<file path="src/rtl/tm1638_stimulus_pattern.sv">
// Frame source for a TM1638 driver (FIXED / hex COUNT / WALKing bit / BLINK); frame built STIMUL_CLK_CYCLES_DELAY+1
// falling edges after reset or the previous accept, then held with o_Valid high until a falling edge samples i_Ready.
package tm1638_types;
  typedef logic [7:0][7:0] segments_t;
  typedef logic [7:0]      leds_t;
endpackage

package tm1638_driver_types;
  localparam logic [1:0] MODE_FIXED = 2'd0;
  localparam logic [1:0] MODE_COUNT = 2'd1;
  localparam logic [1:0] MODE_WALK  = 2'd2;
  localparam logic [1:0] MODE_BLINK = 2'd3;
endpackage

module tm1638_stimulus_pattern
  import tm1638_types::*;
  import tm1638_driver_types::*;
#(
  parameter int         STIMUL_CLK_CYCLES_DELAY = 0,
  parameter int         NUM_GRIDS               = 8,
  parameter logic [7:0] SEG                     = 8'h00,
  parameter logic [7:0] LEDS                    = 8'h00
) (
  input  logic       i_Clk,
  input  logic       i_Rst_n,
  input  logic [1:0] i_Mode,
  input  logic       i_Ready,
  output segments_t  o_Segments,
  output leds_t      o_Leds,
  output logic       o_Valid
);

  if (NUM_GRIDS < 1 || NUM_GRIDS > 8) begin : g_bad_num_grids
    $fatal(1, "tm1638_stimulus_pattern: NUM_GRIDS must be in 1..8");
  end

  localparam int         CNT_W     = (NUM_GRIDS < 1) ? 4 : NUM_GRIDS * 4;
  localparam int         POS_MAX   = NUM_GRIDS * 8 - 1;
  localparam int         DLY_W     = $clog2(STIMUL_CLK_CYCLES_DELAY + 2);
  localparam logic [7:0] GRID_MASK = 8'((16'h1 << NUM_GRIDS) - 16'h1);

  localparam logic [0:0] ST_IDLE    = 1'b0;
  localparam logic [0:0] ST_PRESENT = 1'b1;

  logic [0:0]       state;
  logic [DLY_W-1:0] dly_cnt;
  logic [CNT_W-1:0] count;
  logic [5:0]       pos;
  logic             phase_on;
  logic [1:0]       prev_mode;

  logic             mode_change;
  logic [CNT_W-1:0] eff_count;
  logic [5:0]       eff_pos;
  logic             eff_phase;
  logic [31:0]      count32;
  segments_t        frame_seg;
  leds_t            frame_led;

  function automatic logic [7:0] hex_digit(input logic [3:0] nib);
    case (nib)
      4'h0: return 8'h3F;
      4'h1: return 8'h06;
      4'h2: return 8'h5B;
      4'h3: return 8'h4F;
      4'h4: return 8'h66;
      4'h5: return 8'h6D;
      4'h6: return 8'h7D;
      4'h7: return 8'h07;
      4'h8: return 8'h7F;
      4'h9: return 8'h6F;
      4'hA: return 8'h77;
      4'hB: return 8'h7C;
      4'hC: return 8'h39;
      4'hD: return 8'h5E;
      4'hE: return 8'h79;
      default: return 8'h71;
    endcase
  endfunction

  // A mode switch restarts the pattern before the frame is built from it
  assign mode_change = (i_Mode != prev_mode);
  assign eff_count   = mode_change ? '0 : count;
  assign eff_pos     = mode_change ? 6'd0 : pos;
  assign eff_phase   = mode_change ? 1'b1 : phase_on;
  assign count32     = 32'(eff_count);

  always_comb begin
    frame_seg = '0;
    frame_led = '0;
    for (int g = 0; g < 8; g++) begin
      if (g < NUM_GRIDS) begin
        case (i_Mode)
          MODE_FIXED: frame_seg[g] = SEG;
          MODE_COUNT: frame_seg[g] = hex_digit(4'(count32 >> (4 * (NUM_GRIDS - 1 - g))));
          MODE_WALK:  frame_seg[g] = (eff_pos[5:3] == 3'(g)) ? (8'h01 << eff_pos[2:0]) : 8'h00;
          default:    frame_seg[g] = eff_phase ? SEG : 8'h00;
        endcase
      end
    end
    case (i_Mode)
      MODE_FIXED: frame_led = LEDS & GRID_MASK;
      MODE_COUNT: frame_led = count32[7:0] & GRID_MASK;
      MODE_WALK:  frame_led = 8'h01 << eff_pos[5:3];
      default:    frame_led = eff_phase ? (LEDS & GRID_MASK) : 8'h00;
    endcase
  end

  always_ff @(negedge i_Clk or negedge i_Rst_n) begin
    if (!i_Rst_n) begin
      state      <= ST_IDLE;
      dly_cnt    <= '0;
      count      <= '0;
      pos        <= '0;
      phase_on   <= 1'b1;
      prev_mode  <= MODE_FIXED;
      o_Valid    <= 1'b0;
      o_Segments <= '0;
      o_Leds     <= '0;
    end else begin
      case (state)
        ST_IDLE: begin
          if (dly_cnt == DLY_W'(STIMUL_CLK_CYCLES_DELAY)) begin
            state      <= ST_PRESENT;
            dly_cnt    <= '0;
            o_Valid    <= 1'b1;
            o_Segments <= frame_seg;
            o_Leds     <= frame_led;
            prev_mode  <= i_Mode;
            count      <= eff_count;
            pos        <= eff_pos;
            phase_on   <= eff_phase;
          end else begin
            dly_cnt <= dly_cnt + DLY_W'(1);
          end
        end
        default: begin
          if (i_Ready) begin
            state   <= ST_IDLE;
            o_Valid <= 1'b0;
            // Advance the pattern of the frame just accepted
            case (prev_mode)
              MODE_COUNT: count    <= count + CNT_W'(1);
              MODE_WALK:  pos      <= (pos == 6'(POS_MAX)) ? 6'd0 : pos + 6'd1;
              MODE_BLINK: phase_on <= !phase_on;
              default:    ;
            endcase
          end
        end
      endcase
    end
  end

endmodule

</file>
<file path="config.mk">
export PLATFORM = sky130hd
export DESIGN_NAME = tm1638_stimulus_pattern
export DESIGN_NICKNAME = d
export VERILOG_FILES = /design/src/rtl/tm1638_stimulus_pattern.sv
export SDC_FILE = /design/constraint.sdc
export NUM_CORES = 1
export LEC_CHECK = 0
export BUFFER_PORTS_ARGS = -buffer_cell sky130_fd_sc_hd__buf_2
export CORE_UTILIZATION = 37
export CTS_BUF_LIST = sky130_fd_sc_hd__clkbuf_2
export CTS_CLUSTER_SIZE = 10
export DETAILED_ROUTE_END_ITERATION = 12
export SYNTH_ARGS = -nofsm -noshare
export SYNTH_HDL_FRONTEND = slang
export SYNTH_SLANG_ARGS = --single-unit
</file>
<file path="constraint.sdc">
create_clock -name i_Clk -period 3.5 [get_ports i_Clk]
set_clock_uncertainty 0.1 [all_clocks]
set_input_delay 0.7 -clock i_Clk [delete_from_list [all_inputs] [get_ports i_Clk]]
set_output_delay 0.7 -clock i_Clk [all_outputs]
set_load 0.05 [all_outputs]
</file>
==> flow_summary.json <==
{
  "cts.sinks": 114,
  "ir_drop_v": 0.000312,
  "overflow": 0,
  "rr_startpoint": "count[10]",
  "root_buffer": "clkbuf_2",
  "netlist.area_leader.share": 0.374,
  "syn-cell-area_um2": 7630,
  "synth_enable_flop_cells": 0,
  "avgSynthCellArea_um2": 8.77,
  "drt_pass1_iterations": 4,
  "post-place-ws_ps": -978,
  "crit_fanout": 6,
  "clock_path_buffers": 2,
  "hold_class": "reg -> reg",
  "finalWirelength_mm": 27.5,
  "grt_usage": 0.256,
  "final_antenna_net_count": 0,
  "worstMarginPinSlew_ps": 867,
  "outcome": "finished, violations left",
  "synthCells": 870,
  "ys_top_cells_by_area": "dfrtn_1 (37%), ha_1 (8.0%), nand2_1 (5.7%)",
  "rsz0062_at_grt": "true",
  "grt_pass1_wl_mm": 42.4,
  "nets": 1181,
  "setup.worst_path.end_class": "register",
  "fin_cells": 1409,
  "die-width_um": 146,
  "yosysSeqAreaShare": 0.374,
  "area_growth_pct": 61.2,
  "wl_per_cell_um": 19.6,
  "grt_max_degree": 48,
  "p_leak_nw": 5.41,
  "max-cap-violations": 0,
  "min-delay-start": "o_Leds[7]",
  "yosysUniqueCellTypes": 67,
  "dp_hpwl_mm": 17.7,
  "worst_slack_ps": -357,
  "cp-startpoint": "i_Mode[0]",
  "postSynth.asyncResetShare": 1.00,
  "portBuffers": 77,
  "slew_headroom": 0.422,
  "rows": 52,
  "power_density_nw_per_um2": 300,
  "path_class": "in -> reg",
  "cp_data_arrival_time_ps": 2490,
  "antenna_found_initial": 1,
  "final_util": 0.608,
  "ios": 78,
  "coreArea_um2": 20200,
  "synth_common_cells": "nand2_1 (115), dfrtn_1 (114), o21ai_0 (69), nor2_1 (50), ha_1 (49)",
  "nFillCells": 1646,
  "synth_most_common_cell": "nand2_1",
  "path_clk_slew_ps": 120,
  "cts_buffers": 17,
  "finalHoldViolations": 0,
  "via_count": 7936,
  "gp_congestion": 0.881,
  "first_global_vias": 7823,
  "die_y_um": 146,
  "die_area_um2": 21200,
  "drc_errors": 0,
  "cts-htree-levels": 4,
  "synth_ff_type": "dfrtn_1",
  "setup_viol": 129,
  "ys_ff_latch": 114,
  "tritoncts": "done",
  "syn_nets": 924,
  "drv_slew": 0,
  "vias_per_cell": 5.63,
  "ys_warn_count": 0,
  "multi_input_area_um2": 5530,
  "cp-start-kind": "primary input",
  "holdWs_ps": 365,
  "tns_ps": -34450,
  "drtIter0Drc": 527,
  "violations": "negative setup slack",
  "place_inst": 1280,
  "regArea_um2": 2850,
  "drive_above_1_share": 0.473,
  "cp.required_ps": 2130,
  "synth_top_area_cell": "dfrtn_1",
  "start_util": 0.377,
  "clkLatencyLatePin_ps": 640
}
[critical path: stages]
cell	delay, ps
buf_8	110
xnor2_4	200
and2_4	250
buf_12	190
nand2_8	90
inv_6	90
ha_4	140
nand2_2	60
a21boi_2	180
o21ai_1	130
a21oi_1	80
a221o_1	260
[state kept, by name, indices dropped and copies added, names as in the netlist]
name / count
o_Valid: 1
state: 1
prev_mode: 2
count: 32
pos: 6
o_Leds: 8
o_Segments: 64
[metrics by stage]
stage	cell area (µm²)	power (mW)
2_1_floorplan	7940	2.11
3_3_place_gp	9520	2.43
3_5_place_dp	9520	2.43
4_1_cts	11800	3.59
5_1_grt	12300	3.84
6_report	12300	3.69
[kinds of logic (layout without fill, tap and decap cells)]
logic type	after synthesis	after routing	share of synthesized area
adders and majority gates	49	49	0.0804
and+or+nand+nor	294	294	0.193
DFF	114	114	0.374
muxes	30	30	0.0409
xor gates and xnor gates	3	3	0.00541
AOI/OAI and AO/OA	272	272	0.247
buffers and inverters	108	376	0.0589
other	0	1	0
[layout by cell type (no fill, tap or decap), drive strengths merged, types with 5 or more instances in the layout]
cell    synthesis  final
nor3           19     19
o21ai          70     70
o31ai          10     10
a22oi          19     19
dfrtn         114    114
nand3          32     32
o211ai         12     12
a22o            7      7
nor2           51     51
a31oi          18     18
and3           10     10
buf            34    314
clkinv          0      7
nand2         115    115
a221o          35     35
nand4          16     16
inv            32     32
a32o            5      5
ha             49     49
nand2b         12     12
mux2i          21     21
a21oi          46     46
mux2            9      9
clkbuf         42     21
o311ai          6      6
and2            6      6
nor2b          11     11
o22ai           6      6
[path summary, 6_finish.rpt]
kind / cells after the start / to / slack [ps]
max: 12 / o_Segments[28] / -360
min: 2 / o_Leds[7] / 360
max reg2reg: 6 / count[31] / 720
min reg2reg: 2 / o_Leds[7] / 360
max in group asynchronous: 2 / o_Segments[3] / 1250
min in group asynchronous: 1 / pos[4] / 1530
[report_power, final]
group | internal, mW | switching, mW | total [mW]
clock | 0.320 | 0.520 | 0.840
sequential | 1.41 | 0.118 | 1.53
combinational | 0.577 | 0.750 | 1.33
total | 2.31 | 1.39 | 3.69
[cell type report]
class | count | share of cell area
Antenna cell | 1 | 0.000204
Clock buffer | 21 | 0.00855
Clock inverter | 9 | 0.00743
Inverter | 32 | 0.0159
Multi-Input combinational cell | 648 | 0.450
Sequential cell | 114 | 0.232
Tap cell | 270 | 0.0275
Timing Repair Buffer | 314 | 0.258
[layer usage]
layer	wire [µm]	global-route usage
met4	743	0.108
met2	13400	0.414
met1	12100	0.334
met3	1380	0.0533
met5	0	0
[repair_timing]
item | 4_1_cts | 5_1_grt
resized for setup | 397 | 86
hold buffers | 0 | 0
pin swaps | 110 | 82
buffers inserted | 75 | 40
gates cloned | 1 | 0
endpoints found under the setup margin | 131 | 132
Note: power is estimated with default switching activity, not from simulation.
